<file path="src/rtl/rom_oscillator_pkg.sv">
// rom_oscillator_pkg: shared state encoding and default sizes for the oscillator burst controller.
package rom_oscillator_pkg;
    localparam int CNT_WIDTH     = 16;
    localparam int DRAIN_TIMEOUT = 64;
    typedef enum logic [2:0] {IDLE, DELAY, RUN, DRAIN, DONE} t_burst_state;
endpackage

</file>
<file path="src/rtl/burst_down_counter.sv">
// burst_down_counter: loadable down-counter flagging its final count of one.
module burst_down_counter #(
    parameter int INT_CNT_WIDTH = 16
) (
    input  logic                     clk,
    input  logic                     rst,
    input  logic                     i_load,
    input  logic [INT_CNT_WIDTH-1:0] i_load_val,
    input  logic                     i_dec,
    output logic                     o_last
);
    logic [INT_CNT_WIDTH-1:0] r_cnt;
    always_ff @(posedge clk or posedge rst)
        if (rst)         r_cnt <= '0;
        else if (i_load) r_cnt <= i_load_val;
        else if (i_dec)  r_cnt <= r_cnt - 1'b1;
    assign o_last = r_cnt == INT_CNT_WIDTH'(1);
endmodule

</file>
<file path="src/rtl/rom_oscillator_burst_ctrl.sv">
// rom_oscillator_burst_ctrl: drives the oscillator valid for one burst and tracks the returned samples.
module rom_oscillator_burst_ctrl
    import rom_oscillator_pkg::*;
#(
    parameter int INT_CNT_WIDTH     = CNT_WIDTH,
    parameter int INT_DRAIN_TIMEOUT = DRAIN_TIMEOUT
) (
    input  logic                     clk,
    input  logic                     rst,
    input  logic                     i_start,
    input  logic [INT_CNT_WIDTH-1:0] i_burst_len,
    input  logic [INT_CNT_WIDTH-1:0] i_delay,
    input  logic                     i_abort,
    input  logic                     i_osc_valid,
    output logic                     o_ready,
    output logic                     o_busy,
    output logic                     o_osc_valid,
    output logic [INT_CNT_WIDTH-1:0] o_sample_cnt,
    output logic                     o_done,
    output logic                     o_aborted,
    output logic                     o_err
);
    t_burst_state             r_state, w_next;
    logic [INT_CNT_WIDTH-1:0] r_len, r_sample_cnt, r_drain, w_cnt_next;
    logic r_ready, r_busy, r_osc_valid, r_done, r_aborted, r_err;
    logic w_accept, w_abort, w_sample, w_full, w_reached, w_timeout, w_dly_last, w_len_last;

    assign w_accept  = r_state == IDLE && i_start && i_burst_len != '0;
    assign w_abort   = r_state inside {DELAY, RUN, DRAIN} && i_abort;
    assign w_sample  = r_state != IDLE && i_osc_valid && !w_abort;
    assign w_full    = r_sample_cnt == r_len;
    assign w_cnt_next = (w_sample && !w_full) ? r_sample_cnt + 1'b1 : r_sample_cnt;
    assign w_reached = w_cnt_next == r_len;
    assign w_timeout = r_state == DRAIN && r_drain == INT_CNT_WIDTH'(INT_DRAIN_TIMEOUT - 1) && !w_reached && !w_abort;

    burst_down_counter #(.INT_CNT_WIDTH(INT_CNT_WIDTH)) u_delay_cnt (
        .clk(clk), .rst(rst), .i_load(w_accept), .i_load_val(i_delay),
        .i_dec(r_state == DELAY), .o_last(w_dly_last)
    );
    burst_down_counter #(.INT_CNT_WIDTH(INT_CNT_WIDTH)) u_len_cnt (
        .clk(clk), .rst(rst), .i_load(w_accept), .i_load_val(i_burst_len),
        .i_dec(r_state == RUN), .o_last(w_len_last)
    );

    always_comb begin
        w_next = r_state;
        case (r_state)
            IDLE:    w_next = w_accept ? (i_delay != '0 ? DELAY : RUN) : IDLE;
            DELAY:   w_next = w_dly_last ? RUN : DELAY;
            RUN:     w_next = w_len_last ? (w_reached ? DONE : DRAIN) : RUN;
            DRAIN:   w_next = w_reached ? DONE : (w_timeout ? IDLE : DRAIN);
            default: w_next = IDLE;
        endcase
        if (w_abort)
            w_next = IDLE;
    end

    // Outputs are registered from the next state so they line up with the state register.
    always_ff @(posedge clk or posedge rst)
        if (rst) begin
            r_state      <= IDLE;
            r_ready      <= 1'b1;
            r_busy       <= 1'b0;
            r_osc_valid  <= 1'b0;
            r_done       <= 1'b0;
            r_aborted    <= 1'b0;
            r_err        <= 1'b0;
            r_len        <= '0;
            r_sample_cnt <= '0;
            r_drain      <= '0;
        end else begin
            r_state      <= w_next;
            r_ready      <= w_next == IDLE;
            r_busy       <= w_next inside {DELAY, RUN, DRAIN};
            r_osc_valid  <= w_next == RUN;
            r_done       <= w_next == DONE;
            r_aborted    <= w_abort;
            r_err        <= (r_state == IDLE && i_start && i_burst_len == '0) || w_timeout || (w_sample && w_full);
            r_len        <= w_accept ? i_burst_len : r_len;
            r_sample_cnt <= w_accept ? '0 : w_cnt_next;
            r_drain      <= r_state == DRAIN ? r_drain + 1'b1 : '0;
        end

    assign o_ready      = r_ready;
    assign o_busy       = r_busy;
    assign o_osc_valid  = r_osc_valid;
    assign o_sample_cnt = r_sample_cnt;
    assign o_done       = r_done;
    assign o_aborted    = r_aborted;
    assign o_err        = r_err;
endmodule
</file>
<file path="config.mk">
export PLATFORM = sky130hd
export DESIGN_NAME = rom_oscillator_burst_ctrl
export DESIGN_NICKNAME = d
export VERILOG_FILES = /design/src/rtl/rom_oscillator_pkg.sv /design/src/rtl/burst_down_counter.sv /design/src/rtl/rom_oscillator_burst_ctrl.sv
export SDC_FILE = /design/constraint.sdc
export NUM_CORES = 1
export LEC_CHECK = 0
export ABC_AREA = 1
export BUFFER_PORTS_ARGS = -buffer_cell sky130_fd_sc_hd__buf_4
export CAP_MARGIN = 20
export CORE_UTILIZATION = 30
export CTS_BUF_LIST = sky130_fd_sc_hd__clkbuf_4 sky130_fd_sc_hd__clkbuf_8
export CTS_CLUSTER_DIAMETER = 40
export DETAILED_ROUTE_END_ITERATION = 6
export HOLD_SLACK_MARGIN = 0.1
export SYNTH_ARGS = -nofsm -noshare
export SYNTH_HDL_FRONTEND = slang
export SYNTH_HIERARCHICAL = 1
export SYNTH_SLANG_ARGS = --single-unit
export TNS_END_PERCENT = 10
</file>
<file path="constraint.sdc">
create_clock -name clk -period 3.45 [get_ports clk]
set_input_delay 0.345 -clock clk [delete_from_list [all_inputs] [get_ports clk]]
set_output_delay 0.345 -clock clk [all_outputs]
set_load 0.05 [all_outputs]
</file>
; Yosys cells after proc, flatten, opt, wreduce, memory -nomap -nowiden
; Index checks and enable logic that the tools add are counted.
[word_totals]
inputBits = 37
ff_bits = 89
out_inout_bits = 22
[op_classes]
n_reduce_logical = 26
addsub = 4
n_mux = 16
n_eq_ne = 12
[ops]
columns = op, count
row1 = $mux W16, 7
row2 = $add A16 B1 Y16 const B, 2
row3 = $eq A16 B1 Y1 const B, 2
row4 = $eq A16 B16 Y1, 2
row5 = $reduce_bool A16 Y1, 2
row6 = $sub A16 B1 Y16 const B, 2
row7 = $eq A16 B6 Y1 const B, 1
row8 = $logic_not A16 Y1, 1
row9 = $eq A3 B2 Y1 const B, 4
row10 = $mux W3, 4
row11 = $pmux W3 S4, 1
row12 = $logic_and A1 B1 Y1, 11
row13 = $reduce_bool A3 Y1, 3
row14 = $mux W2, 4
row15 = $eq A3 B1 Y1 const B, 2
row16 = $logic_not A3 Y1, 2
row17 = $reduce_bool A2 Y1, 2
row18 = $eq A3 B3 Y1 const B, 1
row19 = $logic_not A1 Y1, 3
row20 = $logic_or A1 B1 Y1, 2

; Logic depth before layout (Yosys ltp)
; Gate-level depths: netlist of run 1.
[logic_depth]
ltp_word = 17
mapped_depth = 21
ltp_nobuf = 20

; By module
; Netlist of run 1, hierarchy kept.
[modules_own_cells]
columns = module, cells_each, instances, area_per_inst_um2, seq_area_each_um2
row1 = rom_oscillator_burst_ctrl, 475, 1, 3315.7, 1427.6
row2 = burst_down_counter, 152, 2, 1092.3, 400.4

; Least setup slack after synthesis of run 1
; OpenSTA, ideal clock, no wires.
[synth_path]
kind = register to register
from = register r_sample_cnt[8] (netlist: o_sample_cnt[8])
to = register r_ready (netlist: o_ready)
path_slack_ns = 1.105
arrival_time_ns = 2.281
setup_ns = 0.064
n_path_buf = 1
path_stages_with_launch = 18
cell_sequence = dfrtp_1 inv_2 nand2_2 nand2_1 nor2_1 nand2_1 nor2_2 nand2_2 buf_6 nand2_1 xor2_1 nand3_1 nor2_2 nand2_2 a21o_1 nand2_1 nand2_2 nor2_2
[synth_between]
elab_chain_cells = 13
word_cells_on_any_way = 16
cone_classes = add/sub: 1 / eq/ne: 2 / mux: 7 / reduce/logical: 6
[synth_lines]
columns = item, line_no
row1 = "start, declared", rom_oscillator_burst_ctrl.sv:24  ; logic [INT_CNT_WIDTH-1:0] r_len, r_sample_cnt, r_drain, w_cnt_next;
row2 = "start signal, assigned", rom_oscillator_burst_ctrl.sv:80  ; r_sample_cnt <= w_accept ? '0 : w_cnt_next;
row3 = branches (longest 3 deep; another with $add A16 B1 Y16), n/a
row4 = $mux W16 *, rom_oscillator_burst_ctrl.sv:32  ; assign w_cnt_next = (w_sample && !w_full) ? r_sample_cnt + 1'b1 : r_sample_cnt;
row5 = $eq A16 B16 Y1 *, rom_oscillator_burst_ctrl.sv:33  ; assign w_reached = w_cnt_next == r_len;
row6 = $logic_not A1 Y1, rom_oscillator_burst_ctrl.sv:34  ; assign w_timeout = r_state == DRAIN && r_drain == INT_CNT_WIDTH'(INT_DRAIN_TIMEOUT - 1) && !w_reached && !w_ab ...
row7 = $logic_and A1 B1 Y1 (2 in series), rom_oscillator_burst_ctrl.sv:34
row8 = $mux W2, rom_oscillator_burst_ctrl.sv:51  ; DRAIN: w_next = w_reached ? DONE : (w_timeout ? IDLE : DRAIN);
row9 = $mux W3, rom_oscillator_burst_ctrl.sv:51
row10 = $pmux W3 S4 *, rom_oscillator_burst_ctrl.sv:47  ; case (r_state)
row11 = $mux W3 *, rom_oscillator_burst_ctrl.sv:54  ; if (w_abort)
row12 = $logic_not A3 Y1 *, rom_oscillator_burst_ctrl.sv:73  ; r_ready <= w_next == IDLE;
row13 = "end signal, assigned", rom_oscillator_burst_ctrl.sv:62  ; r_ready <= 1'b1;
row14 = "end signal, assigned", rom_oscillator_burst_ctrl.sv:73
row15 = "end, declared", rom_oscillator_burst_ctrl.sv:25  ; logic r_ready, r_busy, r_osc_valid, r_done, r_aborted, r_err;
; Mark *: on every way between the ends.
; A chain may end at the register's enable or synchronous reset.

; Worst setup path after layout of run 1
; Ends and elaborated chain as after synthesis.

==> results of run 1 <==
==> per-layer routing <==
| layer | global-route usage, % | vias to the layer above | part of all wire, % |
|---|---|---|---|
| met1 | 21.8 | 2349 | 49 |
| met2 | 25.5 | 63 | 47 |
| met3 | 2.02 | 20 | 2.3 |
| li1 | - | 2627 | - |
| met5 | 0 | - | 0 |
| met4 | 6.04 | 0 | 1.9 |
==> report_power, final <==
part           switching [W]  leakage [nW]  internal (W)  total (W)
clock network       0.000392         0.123      0.000508   0.000900
registers           0.000320          1.16       0.00136    0.00168
logic                0.00130          1.74      0.000719    0.00202
total                0.00202          3.02       0.00259    0.00460
==> worst max-delay path by stage <==
stage | to | slack [ns] | cells past startpoint
4_1_cts | o_ready | 0.63 | 20
3_5_place_dp | o_ready | 0.65 | 20
5_1_grt | o_ready | 0.33 | 20
2_1_floorplan | o_ready | 1.11 | 17
3_3_place_gp | o_ready | 0.68 | 20
6_report | o_ready | 0.66 | 20
==> registers in the layout, summed over array words and instances (netlist names) <==
register / count
o_sample_cnt: 16
r_drain: 16
r_len: 16
u_delay_cnt/r_cnt: 16
u_len_cnt/r_cnt: 16
r_state: 3
o_aborted: 1
o_busy: 1
o_done: 1
o_err: 1
o_osc_valid: 1
o_ready: 1
==> per-stage QoR <==
step	area, sq um	worst slack, ns	utilization [%]
2_1_floorplan	5500	1.11	-
3_3_place_gp	6170	0.681	34.3
3_5_place_dp	6170	0.646	34.3
4_1_cts	6420	0.626	35.8
5_1_grt	6420	0.329	35.8
6_report	6420	0.658	35.8
==> worst register-to-register path: stages, from the launching register on <==
cell	delay [ns]
dfrtp_1	0.54
inv_2	0.09
nand2_2	0.07
nand2_1	0.06
nor2_1	0.12
nand2_1	0.08
nor2_2	0.11
nand2_2	0.35
nand2_1	0.24
nand2_1	0.07
nand2_1	0.06
nand2_1	0.05
inv_1	0.04
nand2_1	0.04
nor2_1	0.24
nand2_2	0.15
nand2_1	0.08
nand3_1	0.07
nand2_1	0.12
nand2_2	0.07
nor2_2	0.07
==> Yosys cell counts <==
cell type	count	area [sq um]
nand2_1	231	867
inv_1	91	342
nor2_1	90	338
dfrtp_1	88	2200
nand3_1	55	275
o21ai_0	47	235
a21oi_1	26	130
a22oi_1	26	195
nand2_2	12	75.1
nor3_1	12	60.1
xor2_1	12	105
nor4_1	10	62.6
nor2_4	9	101
nand3b_1	8	60.1
nor2_2	8	50.1
clkbuf_1	7	26.3
inv_2	7	26.3
nand4_1	7	43.8
ha_1	6	75.1
buf_4	5	37.5
o211ai_1	4	30.0
buf_6	2	22.5
clkinv_1	2	7.51
clkinv_2	2	10.0
nor4b_1	2	17.5
xnor2_1	2	17.5
a211oi_1	1	7.51
a211oi_2	1	12.5
a21o_1	1	7.51
dfstp_2	1	26.3
nor3_2	1	10.0
nor3b_1	1	7.51
o21a_1	1	7.51
o221ai_1	1	8.76
==> kinds of logic (layout without fill, tap and decap cells) <==
group	Yosys count	after routing	synth area share, %
xor+xnor	14	14	2.23
compound gates	108	108	11.5
buf+inv	116	181	8.58
fa+ha+maj	6	6	1.36
simple gates	446	446	35.8
flops	89	89	40.5
==> area by class of cell <==
| class | instances | share of cell area [%] |
|---|---|---|
| flip-flops and latches | 89 | 34.7 |
| repair buffers | 63 | 7.40 |
| well taps | 229 | 4.46 |
| clock buffers | 11 | 2.26 |
| clock inverters | 5 | 1.60 |
| multi-input cells | 574 | 43.6 |
| inverters | 102 | 6.00 |
==> metrics.md, run 1 <==
| Metric | Value |
|---|---|
| Status | finished, violations left |
| Failing checks | design-rule violations |
| TritonRoute pass-1 iters | 7 |
| Starting density of the core | a little over 30% |
| Critical Path RT | about 3.8 ns |
| Post-route clock period utilization | between 80% and 90% |
| HPWL after DPL | 10700 um |
| Final Setup Violations | 0 |
| Num rows | between 40 and 50 |
| Leakage | 3.02 nW |
| Vias in the first global route | around 4600 |
| Placer's final routability congestion estimate | 0.821 |
| IO Port Bufs | between 50 and 60 |
| Critical R2R Capture | o_ready |
| Routed Antenna Nets | 0 |
| Syn_nets | a little over 800 |
| Max-slew headroom | a little under three fifths |
| Mapped Cells | about 780 |
| Synth warn | 6 |
| CTS buffer count | 9 |
| CTS tree | done |
| Syn avg cell area | 7.06 sq um |
| Max VDD drop | roughly 0.0002 V |
| Synth-to-layout area growth | 16.8% |
| Multi-input gate area | about 0.0028 sq mm |
| FILL cells | 1906 |
| Max incr delay on CP | 0.54 ns |
| Via density | roughly 4.7 |
| Fmax | between 0.3 and 0.4 GHz |
| Setup crit end kind | register |
| Die width | roughly 140 um |
| Cell mode on critical path | nand2_1 |
| Clock sink count | 89 |
| Boundary pin count | 59 |
| Total power | approximately 0.0046 W |
| PD cells | roughly 720 mW/mm^2 |
| Cell Area, Synth | roughly 0.0055 sq mm |
| RSZ-0062 raised after global routing | false |
| Total gr overflow | 0 |
| Die Area | ~0.019 sq mm |
| Max-slew violations | 0 |
| FF-to-FF path depth | 20 |
| Max Root-Sink Buffers | 2 |
| Final-report hold violation count | 0 |
| Flop and latch count out of synthesis | slightly below 90 |
| Initial antenna violation count | 0 |
| Clk pin slew, worst setup/hold paths | ~0.09 ns |
| Setup TNS | 0 ns |
| Clk root buf | clkbuf_8 |
| Clock Skew | between 0.005 and 0.006 ns |
| Core ar. | between 0.015 and 0.02 sq mm |
| Hold Buf Count CTS | 1 |
| CP Buf/Inv Count | 2 |
| Hold crit path type | in2reg |
| Gr usage total | 15.9% |
| Hold_ws | slightly above 0.2 ns |
| Seq/Total Area, Yosys | between 40% and 50% |
| Initial DRC Count | roughly 350 |
| Synth unique cells | 34 |
| Commonest non-fill, non-tap cell in the layout | nand2_1 |
| First-pass GRT wire length | between 20000 and 25000 um |
| Hold_sp | i_burst_len[12] |
| Worst-path maximum fanout | 30 |
| H-tree depth | 3 |
| Crit-path slowest cell | dfrtp_1 |
| CTS-repair resized insts | 0 |
| Post-route minimum period | ~2.8 ns |
| Nets@finish | 882 |
| Final WL | approximately 14000 um |
| # Post-CTS Setup Buffers | 0 |
| Crit Path Category | reg2reg |
| Slew of the pin with the lowest slew margin | 0.672 ns |
| Routed WL per cell | approximately 13 um |
| Non-filler instance count after layout | ~1100 |
| Via count | around 5000 |
| Crit path from | o_sample_cnt[8] |
| Reg area | 0.00223 sq mm |
| Hold-critical path depth | 3 |
| Critical path arrival | just over 3 ns |
| DRC | 4 |
| Crit path max-delay family | simple AND/OR/NAND/NOR gates |
| Placed cells | approximately 1100 |
| Layout cell share with drive strength beyond 1 | 14.3% |
| Crit path cell chain | inv_2 -> nand2_2 -> nand2_1 -> nor2_1 -> nand2_1 -> nor2_2 -> nand2_2 -> nand2_1 -> nand2_1 -> nand2_1 -> nand2_1 -> inv_1 -> nand2_1 -> nor2_1 -> nand2_2 -> nand2_1 -> nand3_1 -> nand2_1 -> nand2_2 -> nor2_2 |
| # diodes | 0 |
| MaxCap Viol Count | 0 |
| Most frequent cells in the layout | nand2_1, inv_1, nor2_1 |
| Crit path launch type | register |
| Die Height | around 140 um |
| Clk_lat worst skew | ~0.37 ns |
| Worst r2r src | o_sample_cnt[8] |
| Hold endpoint | r_len[12] |
| Worst reg-to-reg setup slack | approximately 0.66 ns |
| Largest net degree at the start of global routing | 37 |
(Power assumes the default switching activity.)
==> inputs of run 2 (changes only) <==
Clock period 3.45 ns to 2.9 ns, I/O delays scaled along.
==> metrics.md, run 2 (synthesis results as in run 1) <==
| Metric | Value |
|---|---|
| Post-route clock period utilization | 87.4% (was 80.9%) |
| Crit path cell chain | inv_2 -> nand2_2 -> nand2_1 -> nor2_1 -> nand2_1 -> nor2_2 -> nand2_2 -> buf_4 -> nand2_1 -> nand2_1 -> nand2_1 -> nand2_1 -> inv_1 -> nand2_1 -> nor2_1 -> nand2_2 -> nand2_1 -> nand3_1 -> nand2_1 -> nand2_2 -> nor2_2 (was inv_2 -> nand2_2 -> nand2_1 -> nor2_1 -> nand2_1 -> nor2_2 -> nand2_2 -> nand2_1 -> nand2_1 -> nand2_1 -> nand2_1 -> inv_1 -> nand2_1 -> nor2_1 -> nand2_2 -> nand2_1 -> nand3_1 -> nand2_1 -> nand2_2 -> nor2_2) |
| Placer's final routability congestion estimate | 0.810 (was 0.821) |
| Worst setup path endpoint | o_ready (unchanged) |
| Post-route minimum period | 2.53 ns (was 2.79 ns) |
| Max-slew violations | 0 (unchanged) |
| IO Port Bufs | 58 (unchanged) |
| MaxCap Viol Count | 0 (unchanged) |
| Max VDD drop | 0.000276 V (was 0.000202 V) |
| Total power | 0.00557 W (was 0.00460 W) |
| Commonest non-fill, non-tap cell in the layout | nand2_1 (unchanged) |
| Final Cell Area | 0.00646 sq mm (was 0.00642 sq mm) |
| Critical R2R Capture | o_ready (unchanged) |
| Most frequent cells in the layout | nand2_1, inv_1, nor2_1 (unchanged) |
| Worst-path maximum fanout | 16 (was 30) |
| Max Root-Sink Buffers | 2 (unchanged) |
| Post-Place Cell Area | 0.00619 sq mm (was 0.00617 sq mm) |
| CTS buffer count | 9 (unchanged) |
| Num rows | 49 (unchanged) |
| Routed WL per cell | 13.1 um (about the same) |
| Clk_lat worst skew | 0.38 ns (was 0.37 ns) |
| CP Buf/Inv Count | 3 (was 2) |
| Max-slew headroom | 55.9% (was 55.1%) |
| Final Setup Violations | 0 (unchanged) |
| Total gr overflow | 0 (unchanged) |
| Crit path max-delay family | simple AND/OR/NAND/NOR gates (unchanged) |
| PD cells | 861 mW/mm^2 (was 716 mW/mm^2) |
| HPWL after DPL | 10600 um (was 10700 um) |
| Die Area | 0.0189 sq mm (unchanged) |
| Nets@finish | 885 (was 882) |
| Slew of the pin with the lowest slew margin | 0.660 ns (was 0.672 ns) |
| Clk root buf | clkbuf_8 (unchanged) |
| Vias in the first global route | 4651 (was 4630) |
| CTS tree | done (unchanged) |
| Largest net degree at the start of global routing | 40 (was 37) |
| Non-filler instance count after layout | 1076 (was 1073) |
| Hold crit path type | in2reg (unchanged) |
| Clock sink count | 89 (unchanged) |
| Worst r2r src | o_sample_cnt[8] (unchanged) |
| Clk pin slew, worst setup/hold paths | 0.10 ns (was 0.09 ns) |
| Crit path launch type | register (unchanged) |
| Die width | 137 um (unchanged) |
| Clock Skew | 0.0162 ns (was 0.00591 ns) |
| Hold_sp | i_burst_len[13] (was i_burst_len[12]) |
| Crit Path Category | reg2reg (unchanged) |
| RSZ-0062 raised after global routing | false (unchanged) |
| Setup TNS | 0 ns (unchanged) |
| Gr usage total | 15.9% (about the same) |
| Setup crit end kind | register (unchanged) |
| TritonRoute pass-1 iters | 7 (unchanged) |
| Fmax | 0.395 GHz (was 0.358 GHz) |
| Starting density of the core | 30.6% (unchanged) |
| Via count | 4999 (was 5059) |
| Synth-to-layout area growth | 17.5% (was 16.8%) |
| Max incr delay on CP | 0.55 ns (was 0.54 ns) |
| # Post-CTS Setup Buffers | 0 (unchanged) |
| Critical path arrival | 2.85 ns (was 3.11 ns) |
| Hold Buf Count CTS | 1 (unchanged) |
| Boundary pin count | 59 (unchanged) |
| Crit-path slowest cell | dfrtp_1 (unchanged) |
| Routed Antenna Nets | 0 (unchanged) |
| Failing checks | design-rule violations (unchanged) |
| # diodes | 0 (unchanged) |
| H-tree depth | 3 (unchanged) |
| Initial DRC Count | 418 (was 349) |
| Worst reg-to-reg setup slack | 0.37 ns (was 0.66 ns) |
| Crit path from | o_sample_cnt[8] (unchanged) |
| Layout cell share with drive strength beyond 1 | 14.6% (was 14.3%) |
| Core ar. | 0.0180 sq mm (unchanged) |
| CTS-repair resized insts | 0 (unchanged) |
| Final WL | 14100 um (was 14000 um) |
| FF-to-FF path depth | 21 (was 20) |
| Status | finished, violations left (unchanged) |
| Worst path depth | 21 (was 20) |
| Initial antenna violation count | 0 (unchanged) |
| Placed cells | 1059 (was 1056) |
| Final-report hold violation count | 0 (unchanged) |
| DRC | 2 (was 4) |
| Leakage | 3.04 nW (was 3.02 nW) |
| Critical Path RT | 3.21 ns (was 3.77 ns) |
| First-pass GRT wire length | 23200 um (about the same) |
| Via density | 4.65 (was 4.71) |
| Die Height | 137 um (unchanged) |
| Cell mode on critical path | nand2_1 (unchanged) |
==> run 2: cell types whose count changed in the layout (fill, tap and decap cells not counted) <==
cell,change
buf_4,+3
bufinv_16,+1
clkbuf_4,+1
clkbuf_8,-1
clkinv_2,-1
==> run 2: worst min path at each step <==
| stage | to | slack (ns) | cells past startpoint |
|---|---|---|---|
| 6_report | r_len[13] | 0.14 | 3 |
| 5_1_grt | r_len[12] | 0.15 | 3 |
| 4_1_cts | r_len[13] | 0.13 | 3 |
| 3_5_place_dp | u_len_cnt/r_cnt[2] | 0.45 | 2 |
| 3_3_place_gp | u_delay_cnt/r_cnt[0] | 0.46 | 2 |
| 2_1_floorplan | u_delay_cnt/r_cnt[0] | 0.20 | 1 |
==> run 2: per-layer routing <==
layer	vias to the layer above	part of all wire, %	wire (um)	global-route usage [%]
li1	2631	-	-	-
met1	2271	49	6860	22.1
met2	80	46	6500	24.8
met3	17	3.0	427	2.10
met4	0	1.9	274	6.35
met5	-	0	0	0
==> run 2: worst reg2reg max path, delay by kind of cell, from the launching register on <==
| family | cells | cell delay, ns |
|---|---|---|
| buffers and inverters | 3 | 0.32 |
| DFF | 1 | 0.55 |
| and+or+nand+nor | 18 | 1.59 |
==> run 2: stage by stage <==
step / hold WS (ns) / setup slack [ns] / util, %
after floorplan: 0.204 / 0.555 / -
after global placement: 0.456 / 0.405 / 34.5
after detailed placement: 0.451 / 0.375 / 34.5
after CTS: 0.128 / 0.331 / 36.0
after global routing: 0.155 / 0.0934 / 36.0
final: 0.144 / 0.366 / 36.0
==> run 2: cell type report <==
cell class / instances / area, sq um
clock buffers: 11 / 139
flip-flops and latches: 89 / 2230
inverters: 102 / 385
well taps: 229 / 287
repair buffers: 66 / 498
multi-input cells: 574 / 2800
fillers: 1904 / 11500
clock inverters: 5 / 128
==> run 2: power breakdown <==
group          switching (W)  internal (W)  total, W  leakage [nW]
logic                0.00156      0.000858   0.00242          1.76
registers           0.000380       0.00162   0.00200          1.16
clock network       0.000471      0.000680   0.00115         0.131
==> inputs of run 3 (changes only) <==
Settings changed: HOLD_SLACK_MARGIN 0.1 to 0.15, SYNTH_HIERARCHICAL 1 to default.
==> metrics.md, run 3 <==
| Metric | Value |
|---|---|
| Status | completed (was finished, violations left) |
| Crit path launch type | register (unchanged) |
| Final Cell Area | 0.00632 sq mm (was 0.00646 sq mm) |
| H-tree depth | 3 (unchanged) |
| Routed WL per cell | 13.0 um (was 13.1 um) |
| CTS buffer count | 9 (unchanged) |
| Critical path arrival | 2.91 ns (was 2.85 ns) |
| DRC | 0 (was 2) |
| CTS tree | done (unchanged) |
| Num rows | 48 (was 49) |
| Placer's final routability congestion estimate | 0.846 (was 0.810) |
| Max-slew violations | 0 (unchanged) |
| Hold endpoint | u_delay_cnt.r_cnt[15] (was r_len[13]) |
| Max VDD drop | 0.000233 V (was 0.000276 V) |
| Nets@finish | 855 (was 885) |
| Starting density of the core | 30.8% (was 30.6%) |
| IO Port Bufs | 58 (unchanged) |
| Clk pin slew, worst setup/hold paths | 0.10 ns (about the same) |
| Synth-to-layout area growth | 18.6% (was 17.5%) |
| Gr usage total | 15.9% (about the same) |
| Area fraction of the dominant cell type after synthesis | 41.3% (was 40.0%) |
| Hold-critical path depth | 3 (unchanged) |
| Grt met2 use | 24.7% (was 24.8%) |
| Clock Skew | 0.0101 ns (was 0.0162 ns) |
| Die Height | 135 um (was 137 um) |
| Most frequent cells in the layout | nand2_1, inv_1, nor2_1 (unchanged) |
| Synth Area in Adders | 1.41% (was 1.36%) |
| Synth cell count leaders | nand2_1, inv_1, nor2_1, dfrtp_1, o21ai_0 (was nand2_1, inv_1, nor2_1, dfrtp_1, nand3_1) |
| Via density | 4.63 (was 4.65) |
| Post-route minimum period | 2.60 ns (was 2.53 ns) |
| Boundary pin count | 59 (unchanged) |
| Top post-synthesis cells by area | dfrtp_1, nand2_1, inv_1 (unchanged) |
| Crit Path Category | reg2reg (unchanged) |
| Largest family of logic cells by synthesized area | simple AND/OR/NAND/NOR gates (unchanged) |
| Slew of the pin with the lowest slew margin | 0.681 ns (was 0.660 ns) |
| M1 GR Usage | 22.4% (was 22.1%) |
| Worst r2r src | r_state[0] (was o_sample_cnt[8]) |
| Hold_ws | 0.156 ns (was 0.144 ns) |
| PD cells | 771 mW/mm^2 (was 861 mW/mm^2) |
| Worst reg-to-reg setup slack | 0.30 ns (was 0.37 ns) |
| Setup TNS | 0 ns (unchanged) |
| Synth unique cells | 39 (was 34) |
| Mapped Cells | 741 (was 779) |
| Critical Path RT | 3.21 ns (about the same) |
| MaxCap Viol Count | 0 (unchanged) |
| Most used DFF post-synth | dfrtp_1 (unchanged) |
| Initial antenna violation count | 0 (unchanged) |
| Hold crit path type | in2reg (unchanged) |
| Synth Area in XOR/XNOR | 4.44% (was 2.23%) |
| Synth warn | 0 (was 6) |
| Setup crit end kind | register (unchanged) |
| Flop and latch count out of synthesis | 89 (unchanged) |
| Compound-Gate Fraction of Synth Area | 11.5% (about the same) |
| Fmax | 0.385 GHz (was 0.395 GHz) |
| Cell Area, Synth | 0.00533 sq mm (was 0.00550 sq mm) |
| Final-report hold violation count | 0 (unchanged) |
| Seq/Total Area, Yosys | 41.8% (was 40.5%) |
| Max Root-Sink Buffers | 2 (unchanged) |
| Synth area leader | dfrtp_1 (unchanged) |
| Leakage | 3.05 nW (was 3.04 nW) |
| Synth Area in Simple Gates | 30.6% (was 35.8%) |
| Syn_nets | 784 (was 822) |
| Mux cell area share after synthesis | 0% (unchanged) |
| Routed Antenna Nets | 0 (unchanged) |
| # diodes | 0 (unchanged) |
| Hold_sp | i_delay[15] (was i_burst_len[13]) |
| Count leader, synth | nand2_1 (unchanged) |
| Die Area | 0.0183 sq mm (was 0.0189 sq mm) |
| TritonRoute pass-1 iters | 5 (was 7) |
| Initial DRC Count | 347 (was 418) |
| Core ar. | 0.0173 sq mm (was 0.0180 sq mm) |
| Clk_lat worst skew | 0.37 ns (was 0.38 ns) |
| Die width | 135 um (was 137 um) |
| Worst-path maximum fanout | 11 (was 16) |
| Total gr overflow | 0 (unchanged) |
| Via count | 4825 (was 4999) |
| M3 GR Usage | 2.66% (was 2.10%) |
| Fraction of registers with async set/reset | 100% (unchanged) |
| Post-route clock period utilization | 89.5% (was 87.4%) |
| Number of synthesized flops with an enable pin | 0 (unchanged) |
| Vias in the first global route | 4490 (was 4651) |
| RSZ-0062 raised after global routing | false (unchanged) |
| Commonest non-fill, non-tap cell in the layout | nand2_1 (unchanged) |
| FF-to-FF path depth | 17 (was 21) |
| Final Setup Violations | 0 (unchanged) |
| HPWL after DPL | 10300 um (was 10600 um) |
| Final core occ | 36.6% (was 36.0%) |
| Layout cell share with drive strength beyond 1 | 15.1% (was 14.6%) |
| Final WL | 13600 um (was 14100 um) |
| First-pass GRT wire length | 22700 um (was 23200 um) |
| Grt peak-use layer | met2 (unchanged) |
| Post-Place Cell Area | 0.00609 sq mm (was 0.00619 sq mm) |
| Largest net degree at the start of global routing | 57 (was 40) |
| Max-slew headroom | 54.2% (was 55.9%) |
| Clock sink count | 89 (unchanged) |
| Syn avg cell area | 7.19 sq um (was 7.06 sq um) |
| Critical R2R Capture | o_ready (unchanged) |
| Clk root buf | clkbuf_8 (unchanged) |
run 3: cell type report:
cell class	instances	area (sq um)
clock buffers	13	166
clock inverters	3	22.5
fillers	1875	11000
inverters	129	485
multi-input cells	508	2560
flip-flops and latches	89	2230
well taps	225	282
repair buffers	75	581
run 3: timing repair:
action / in CTS / in global routing
hold buffers: 2 / 0
endpoints found under the hold margin: 33 / 0
gates resized for setup: 0 / 2
setup buffers: 0 / 2
setup endpoints to repair: 0 / 5
run 3: metrics by stage:
step	cells	worst slack [ns]	total power [W]
CTS	1040	0.224	0.00491
finish	1042	0.305	0.00487
detailed placement	1022	0.252	0.00405
global route	1042	0.00273	0.00532
floorplan	741	0.305	0.00345
global placement	1022	0.249	0.00401
run 3: critical path: stages, from the launching register on:
cell and delay [ns]:
dfrtp_1 0.41, nor2_2 0.15, nor2_1 0.06, nand2_2 0.13
nand3_1 0.38, nor3_1 0.38, nand3_1 0.12, nand2_1 0.08
nand2_1 0.05, nor2_1 0.10, nand3_2 0.09, nor2_4 0.16
nor2_1 0.05, nor2_1 0.08, nand2_1 0.07, nand2_2 0.09
nand2_2 0.06, nor2_2 0.07
run 3: logic make-up (layout without fill, tap and decap cells):
logic type	after synthesis	in the layout
AOI/OAI and AO/OA	99	99
xor gates and xnor gates	27	27
adders and majority gates	6	6
buffers and inverters	144	220
DFF	89	89
and+or+nand+nor	376	376
run 3: how the worst max path moves through the flow:
| stage | start | cells past startpoint | to | slack (ns) |
|---|---|---|---|---|
| floorplan | rst | 1 | o_aborted | 0.30 |
| global placement | o_sample_cnt[5] | 21 | o_ready | 0.25 |
| detailed placement | o_sample_cnt[5] | 21 | o_ready | 0.25 |
| CTS | o_sample_cnt[5] | 21 | o_ready | 0.22 |
| global route | o_sample_cnt[0] | 21 | o_ready | 0.003 |
| finish | r_state[0] | 17 | o_ready | 0.30 |
run 3: metal layers:
metal | share of wire [%] | routed length (um)
met5 | 0 | 0
met4 | 1.8 | 244
met3 | 3.5 | 479
met2 | 44 | 6040
met1 | 50 | 6830
run 3: power breakdown:
part | internal [W] | leakage [nW] | switching (W)
Sequential | 0.00162 | 1.14 | 0.000305
Combinational | 0.000743 | 1.81 | 0.00135
Clock | 0.000384 | 0.101 | 0.000470
